## src/rtl/prog_ticker.sv

```systemverilog
// Programmable tick generator: counts period_act+1 enabled cycles per interval and
// emits a registered one-cycle tick, in periodic or one-shot mode, with a shadowed period reload.
module prog_ticker #(
    parameter int W              = 20,
    parameter int DEFAULT_PERIOD = 10000,
    parameter int CW             = 16
) (
    input  logic          clk_in,
    input  logic          reset,
    input  logic          enable,
    input  logic          mode,
    input  logic          start,
    input  logic          period_ld,
    input  logic [W-1:0]  period_in,
    output logic          tick,
    output logic          busy,
    output logic [W-1:0]  count,
    output logic [CW-1:0] tick_cnt
);

    typedef enum logic [0:0] {
        ST_IDLE = 1'b0,
        ST_RUN  = 1'b1
    } state_t;

    localparam logic [W-1:0]  PERIOD_RST = W'(DEFAULT_PERIOD);
    localparam logic [W-1:0]  ZERO_W     = {W{1'b0}};
    localparam logic [W-1:0]  ONE_W      = {{(W-1){1'b0}}, 1'b1};
    localparam logic [CW-1:0] ZERO_CW    = {CW{1'b0}};
    localparam logic [CW-1:0] ONE_CW     = {{(CW-1){1'b0}}, 1'b1};

    state_t        state_r, state_s;
    logic [W-1:0]  count_r, count_s;
    logic          tick_r, tick_s;
    logic [CW-1:0] tick_cnt_r, tick_cnt_s;
    logic [W-1:0]  period_act_r, period_act_s;
    logic [W-1:0]  period_shadow_r, period_shadow_s;
    logic          pending_r, pending_s;
    logic          interval_end_s;
    logic          restart_s;

    assign interval_end_s = enable & (count_r == period_act_r);
    assign restart_s      = start & ~mode;

    // Next-state and next-value logic for the interval FSM and its datapath
    always_comb begin
        state_s         = state_r;
        count_s         = count_r;
        tick_s          = 1'b0;
        tick_cnt_s      = tick_cnt_r;
        period_act_s    = period_act_r;
        period_shadow_s = period_shadow_r;
        pending_s       = pending_r;

        // A same-cycle load is folded into the shadow first so that any apply below sees it
        if (period_ld) begin
            period_shadow_s = period_in;
            pending_s       = 1'b1;
        end else begin
            period_shadow_s = period_shadow_r;
        end

        case (state_r)
            ST_IDLE: begin
                count_s = ZERO_W;
                if (pending_s) begin
                    period_act_s = period_shadow_s;
                    pending_s    = 1'b0;
                end else begin
                    period_act_s = period_act_r;
                end
                if (start || !mode) begin
                    state_s = ST_RUN;
                end else begin
                    state_s = ST_IDLE;
                end
            end
            ST_RUN: begin
                if (interval_end_s || restart_s) begin
                    count_s = ZERO_W;
                    if (pending_s) begin
                        period_act_s = period_shadow_s;
                        pending_s    = 1'b0;
                    end else begin
                        period_act_s = period_act_r;
                    end
                    // An interval end takes precedence over a coincident start
                    if (interval_end_s) begin
                        tick_s     = 1'b1;
                        tick_cnt_s = tick_cnt_r + ONE_CW;
                        state_s    = mode ? ST_IDLE : ST_RUN;
                    end else begin
                        tick_s     = 1'b0;
                        tick_cnt_s = tick_cnt_r;
                    end
                end else if (enable) begin
                    count_s = count_r + ONE_W;
                end else begin
                    count_s = count_r;
                end
            end
            default: begin
                state_s = ST_IDLE;
                count_s = ZERO_W;
            end
        endcase
    end

    // State and datapath registers with synchronous reset
    always_ff @(posedge clk_in) begin
        if (reset) begin
            state_r         <= mode ? ST_IDLE : ST_RUN;
            count_r         <= ZERO_W;
            tick_r          <= 1'b0;
            tick_cnt_r      <= ZERO_CW;
            period_act_r    <= PERIOD_RST;
            period_shadow_r <= PERIOD_RST;
            pending_r       <= 1'b0;
        end else begin
            state_r         <= state_s;
            count_r         <= count_s;
            tick_r          <= tick_s;
            tick_cnt_r      <= tick_cnt_s;
            period_act_r    <= period_act_s;
            period_shadow_r <= period_shadow_s;
            pending_r       <= pending_s;
        end
    end

    assign tick     = tick_r;
    assign busy     = (state_r == ST_RUN);
    assign count    = count_r;
    assign tick_cnt = tick_cnt_r;

endmodule
```

## config.mk

```make
export PLATFORM = sky130hd
export DESIGN_NAME = prog_ticker
export DESIGN_NICKNAME = d
export VERILOG_FILES = /design/src/rtl/prog_ticker.sv
export SDC_FILE = /design/constraint.sdc
export NUM_CORES = 1
export LEC_CHECK = 0
export ABC_AREA = 0
export CORE_ASPECT_RATIO = 1.25
export CORE_UTILIZATION = 50
export DETAILED_ROUTE_END_ITERATION = 7
export GPL_TIMING_DRIVEN = 1
export PLACE_DENSITY = 0.87
export SYNTH_ARGS = -nofsm -noshare
export SYNTH_HDL_FRONTEND = slang
export SYNTH_SLANG_ARGS = --single-unit
```

## constraint.sdc

```tcl
create_clock -name clk_in -period 3.9 [get_ports clk_in]
set_input_delay 0.78 -clock clk_in [delete_from_list [all_inputs] [get_ports clk_in]]
set_output_delay 0.78 -clock clk_in [all_outputs]
set_load 0.01 [all_outputs]
```

==> results.yml, run 1 <==
routing:
  drt_iter0_markers: 187
  drt-pass1-iter-count: 5
  post_drt_wl_per_cell_um: 15.4
  routed-via-count: 3414
  ant_nets: 0
  drcViolationCount: 0
  finalWirelength_um: 9010
  via_per_inst: 5.83
floorplan:
  core_area_sq_mm: 0.00736
  boundaryPins: 64
  die_x_um: 79.8
  dieArea_sq_mm: 0.00793
  core.rowCount: 35
  initial_core_util: 0.515
  fp.dieH_um: 99.3
timing:
  finalWorstSetupSlack_ps: 1180
  grt_setup_unrepaired: "no"
  setup_tns_ps: 0
  fin_crit_ps: 2720
  slew_violations: 0
  setup_viol: 0
  hold_viol_final: 0
  fin_skew_ps: 8.93
  worst_slew_margin_rel: 0.378
  min_period_over_period: 0.697
  fmax_ghz: 0.368
  tightest_slew_ps: 929
job:
  maxCapViolations: 0
clock_tree:
  postCtsSetupBuffers: 0
  cts_sinks: 79
  clk_latency_ps: 360
  cts-buffers-inserted: 9
  postCtsHoldBufs: 0
  cts_tree: "built"
  clockRootBuffer: "clkbuf_8"
  ctsResizeCount: 0
  clk_pin_slew_worst_paths_ps: 80
  clockBufferDepth: 2
  htreeDepth: 3
global_routing:
  grt_pass1_wl_um: 14800
  grt_util_all_layers: 0.238
  antenna_found_initial: 0
  grt_max_degree: 49
  grt.overflow.total: 0
  grt_pass1_vias: 3247
yosys:
  syn_area_sq_mm: 0.00379
  yosys_warnings: 0
  syn-mean-instance-area_sq_um: 8.72
  synth_nets: 462
  ys_ff_latch: 79
  yosysSeqAreaShare: 0.418
  ys_types: 33
  synthCells: 434
place:
  hpwl_um: 6270
  io_buffers: 63
  gp_congestion: 0.878
  dp_slack_ps: 879
status:
  status: "completed"
min_path:
  hold_path.class: "flop to flop"
  min_path_cells: 2
worst_setup_path:
  r2r_cells: 5
  required_ps: 4140
  cp_data_arrival_time_ps: 2960
  endpoint_kind: "flop"
  crit_type: "input port to flop"
  crit_fanout: 20
  critPathLaunchType: "input port"
finish:
  syn_to_final_growth_pct: 23.4
  final_common_cell: "dfxtp_1"
  drive_gt1_frac: 0.117
  diodes: 0
  final_cell_mix: "dfxtp_1 (79), clkdlybuf4s50_1 (63), nand2_1 (38)"
  fillers: 617
  nNetsFinal: 517
pwr:
  pwr_density_cell_mw_per_mm2: 346
  p_leak_nw: 1.82
  ir_drop_mv: 0.169
==> critical path: stages <==
cell	delay [ps]
clkdlybuf4s50_1	630
and2_1	200
nand2_1	60
buf_4	220
o41a_1	680
o221a_1	380
==> flip-flops by register name, summed over array words and instances (netlist names) <==
name	cells
period_shadow_r	20
tick_cnt	16
tick	1
count	20
pending_r	1
period_act_r	20
busy	1
==> per-stage QoR <==
| step | hold WS (ps) | util | instance area (sq um) | power (mW) | cells |
|---|---|---|---|---|---|
| after floorplan | 438 | - | 3790 | 1.01 | 434 |
| after global placement | 456 | 0.610 | 4490 | 1.06 | 570 |
| after detailed placement | 470 | 0.610 | 4490 | 1.07 | 570 |
| after CTS | 491 | 0.635 | 4670 | 1.62 | 586 |
| after global routing | 512 | 0.635 | 4670 | 1.68 | 586 |
| final | 488 | 0.635 | 4670 | 1.61 | 586 |
==> layer usage <==
layer  vias to the layer above  global-route usage  part of all wire
met1                      1612               0.266              0.41
li1                       1636                   -                 -
met2                       136               0.411              0.50
met3                        30              0.0431             0.061
met4                         0               0.150             0.035
met5                         -                   0                 0
==> power breakdown <==
group,total [mW],switching [mW],internal (mW)
registers,0.885,0.0383,0.847
logic,0.173,0.0871,0.0856
clock network,0.557,0.321,0.236
total,1.61,0.447,1.17
==> cell usage after synthesis <==
master    number  area share
a21oi_1        2      0.0026
a31oi_1        1      0.0017
and2_1         3      0.0050
and3_1         4      0.0066
and4_1         1      0.0023
buf_2          7      0.0093
clkbuf_1      21       0.021
clkinv_1       1     0.00099
dfxtp_1       79        0.42
ha_1           2      0.0066
inv_1         21       0.021
mux2_2        15       0.045
mux2i_1       22       0.058
nand2_1       38       0.038
nand3_1        9       0.012
nand4_1       15       0.025
nor2_1        33       0.033
nor2b_1       14       0.023
nor3_1        25       0.033
nor4_1        19       0.031
nor4_2         1      0.0033
nor4b_1        1      0.0023
o2111a_1       1      0.0030
o211ai_1       1      0.0020
o21ai_0       23       0.030
o221a_1        5       0.015
o221ai_1      15       0.035
o31ai_1        1      0.0020
o41a_1         1      0.0030
or2_2         15       0.025
or3b_2         1      0.0023
xnor2_1       10       0.023
xor2_1        27       0.062
==> worst paths after layout <==
kind                                    startpoint                  to  slack (ps)
worst max-delay path                        enable    period_act_r[13]        1180
worst min-delay path            period_shadow_r[8]  period_shadow_r[8]         490
worst max register to register            count[1]    period_act_r[13]        1200
worst min register to register  period_shadow_r[8]  period_shadow_r[8]         490
==> cell families (layout without fill, tap and decap cells) <==
logic type                 after synthesis  in the layout  share of synthesized area
xor gates and xnor gates                37             37                     0.0856
adders and majority gates                2              2                    0.00661
and+or+nand+nor                        179            179                      0.241
AOI/OAI and AO/OA                       50             50                     0.0942
DFF                                     79             79                      0.418
muxes                                   37             37                      0.103
buffers and inverters                   50            110                     0.0519
==> final cells by class <==
class / instances / area, sq um / area share
inverter: 22 / 82.6 / 0.0177
tap: 92 / 115 / 0.0246
timing repair buffer: 72 / 698 / 0.149
multi-input combinational: 305 / 2010 / 0.431
sequential: 79 / 1580 / 0.339
clock inverter: 7 / 56.3 / 0.0121
clock buffer: 9 / 124 / 0.0265
(Power assumes the default switching activity.)
==> run 2: changes to the inputs <==
CORE_UTILIZATION = 48   (was 50)
clock period = 2.2 ns   (was 3.9 ns; I/O delays follow)
==> run 2 against run 1 <==
Net effect:
- sequential share of layout area shrank 2.0 points
- via count rose by 3.5%
- combinational power is 99% higher
- non-clock buffer count rose by 26
- utilization grew 2.8 points
- clock skew down 1.8 ps
- die area up 4.1%
- register-to-register slack lost 1100 ps
- first-iteration DRC count increased by 42%
- cell area rose by 6.3%
- wire length increased by 8.0%
==> results.yml, run 2 (same netlist as run 1, synthesis figures left out) <==
status:
  status: "completed"
worst_setup_path:
  path_cells: "xor2_1 > nor4_1 > nand2_1 > buf_12 > nor4_1 > mux2_2"
  endpoint_kind: "flop"
  critPathTopFamily: "simple AND/OR/NAND/NOR gates"
  cp_num_buf_inv: 1
  rrSetupSlack_ps: 80
  crit_slowest_cell: "nor4_1"
  cp_data_arrival_time_ps: 2370
  critPathLaunchType: "flop"
  crit_path_frequent_cell: "nor4_1"
  crit_fanout: 21
  required_ps: 2440
  cpPeakStageDelay_ps: 380
  crit_type: "flop to flop"
global_routing:
  grt_max_degree: 27
  grt_util_all_layers: 0.246
  grt_pass1_vias: 3421
  grt.overflow.total: 0
  antenna_found_initial: 0
  grt_pass1_wl_um: 15500
min_path:
  hold_path.class: "flop to flop"
floorplan:
  core_area_sq_mm: 0.00749
  initial_core_util: 0.506
  boundaryPins: 64
  die_x_um: 81.4
  fp.dieH_um: 101
  core.rowCount: 35
  dieArea_sq_mm: 0.00825
routing:
  ant_nets: 0
  via_per_inst: 5.77
  drt_iter0_markers: 266
  drt-pass1-iter-count: 5
  post_drt_wl_per_cell_um: 15.9
  drcViolationCount: 0
  finalWirelength_um: 9740
  routed-via-count: 3533
clock_tree:
  cts-buffers-inserted: 9
  clk_latency_ps: 360
  cts_sinks: 79
  clockRootBuffer: "clkbuf_8"
  clockBufferDepth: 2
  htreeDepth: 3
  clk_pin_slew_worst_paths_ps: 80
  cts_tree: "built"
timing:
  fin_crit_ps: 2120
  hold_slack_ps: 499
  worst_slew_margin_rel: 0.383
  setup_viol: 0
  slew_violations: 0
  fin_skew_ps: 7.15
  fmax_ghz: 0.471
  min_period_over_period: 0.965
  grt_setup_unrepaired: "yes"
  hold_viol_final: 0
  tightest_slew_ps: 922
finish:
  final_common_cell: "dfxtp_1"
  syn_to_final_growth_pct: 31.2
  fillers: 566
  nNetsFinal: 543
  drive_gt1_frac: 0.171
  multi_input_area_sq_mm: 0.00204
  final_cell_mix: "dfxtp_1 (78), clkdlybuf4s50_1 (63), nand2_1 (38)"
  register_area_sq_mm: 0.00158
  stdcell_area_sq_mm: 0.00497
  diodes: 0
place:
  gp_congestion: 0.872
  hpwl_um: 7010
  io_buffers: 63
  placed_area_sq_mm: 0.00473
pwr:
  pwr_density_cell_mw_per_mm2: 609
  ir_drop_mv: 0.352
  p_leak_nw: 2.00
job:
  maxCapViolations: 0
[run 2: area by class of cell]
| class | count | area share |
|---|---|---|
| well taps | 92 | 0.0232 |
| clock inverters | 6 | 0.0134 |
| flip-flops and latches | 79 | 0.319 |
| inverters | 22 | 0.0166 |
| multi-input cells | 305 | 0.410 |
| repair buffers | 98 | 0.190 |
| clock buffers | 10 | 0.0277 |
[run 2: worst paths after layout]
check | startpoint | end | cells past startpoint
worst max-delay path | period_act_r[15] | tick_cnt[14] | 6
worst min-delay path | period_shadow_r[13] | period_shadow_r[13] | 2
worst max register to register | period_act_r[15] | tick_cnt[14] | 6
worst min register to register | period_shadow_r[13] | period_shadow_r[13] | 2
[run 2: timing repair]
item | CTS | global route
endpoints found under the setup margin | 0 | 24
hold buffers | 0 | 0
setup buffers | 0 | 1
gates resized for setup | 0 | 5
[run 2: per-layer routing]
metal  GRT usage  wire (um)  up-vias
met5           0          0        -
met1       0.281       3930     1687
met2       0.428       4850      138
li1            -          -     1677
met4       0.133        346        0
met3      0.0414        609       31
[run 2: worst reg2reg max path: cells and delay by family (launching register included)]
| family | cells | cell delay (ps) |
|---|---|---|
| simple gates | 3 | 910 |
| mux | 1 | 370 |
| flops | 1 | 360 |
| buf+inv | 1 | 210 |
| xor+xnor | 1 | 160 |
[run 2: power by group]
group	internal, mW	switching [mW]	total (mW)
logic	0.173	0.171	0.344
registers	1.50	0.0609	1.56
clock network	0.561	0.557	1.12
[run 2: metrics by stage]
stage	setup TNS, ps	utilization	setup slack (ps)	std cells	total power, mW
floorplan	0	-	143	434	1.78
global placement	0	0.631	4.00	595	1.91
detailed placement	-1010	0.631	-110	595	1.93
CTS	0	0.659	36.9	611	3.02
global route	-62.3	0.663	-27.5	612	3.13
finish	0	0.663	78.1	612	3.02
==> run 3: changes to the inputs <==
ABC_AREA = not set   (was 0)
==> results of run 3 <==
Final layout, timing and power as in run 2 (identical DEF).
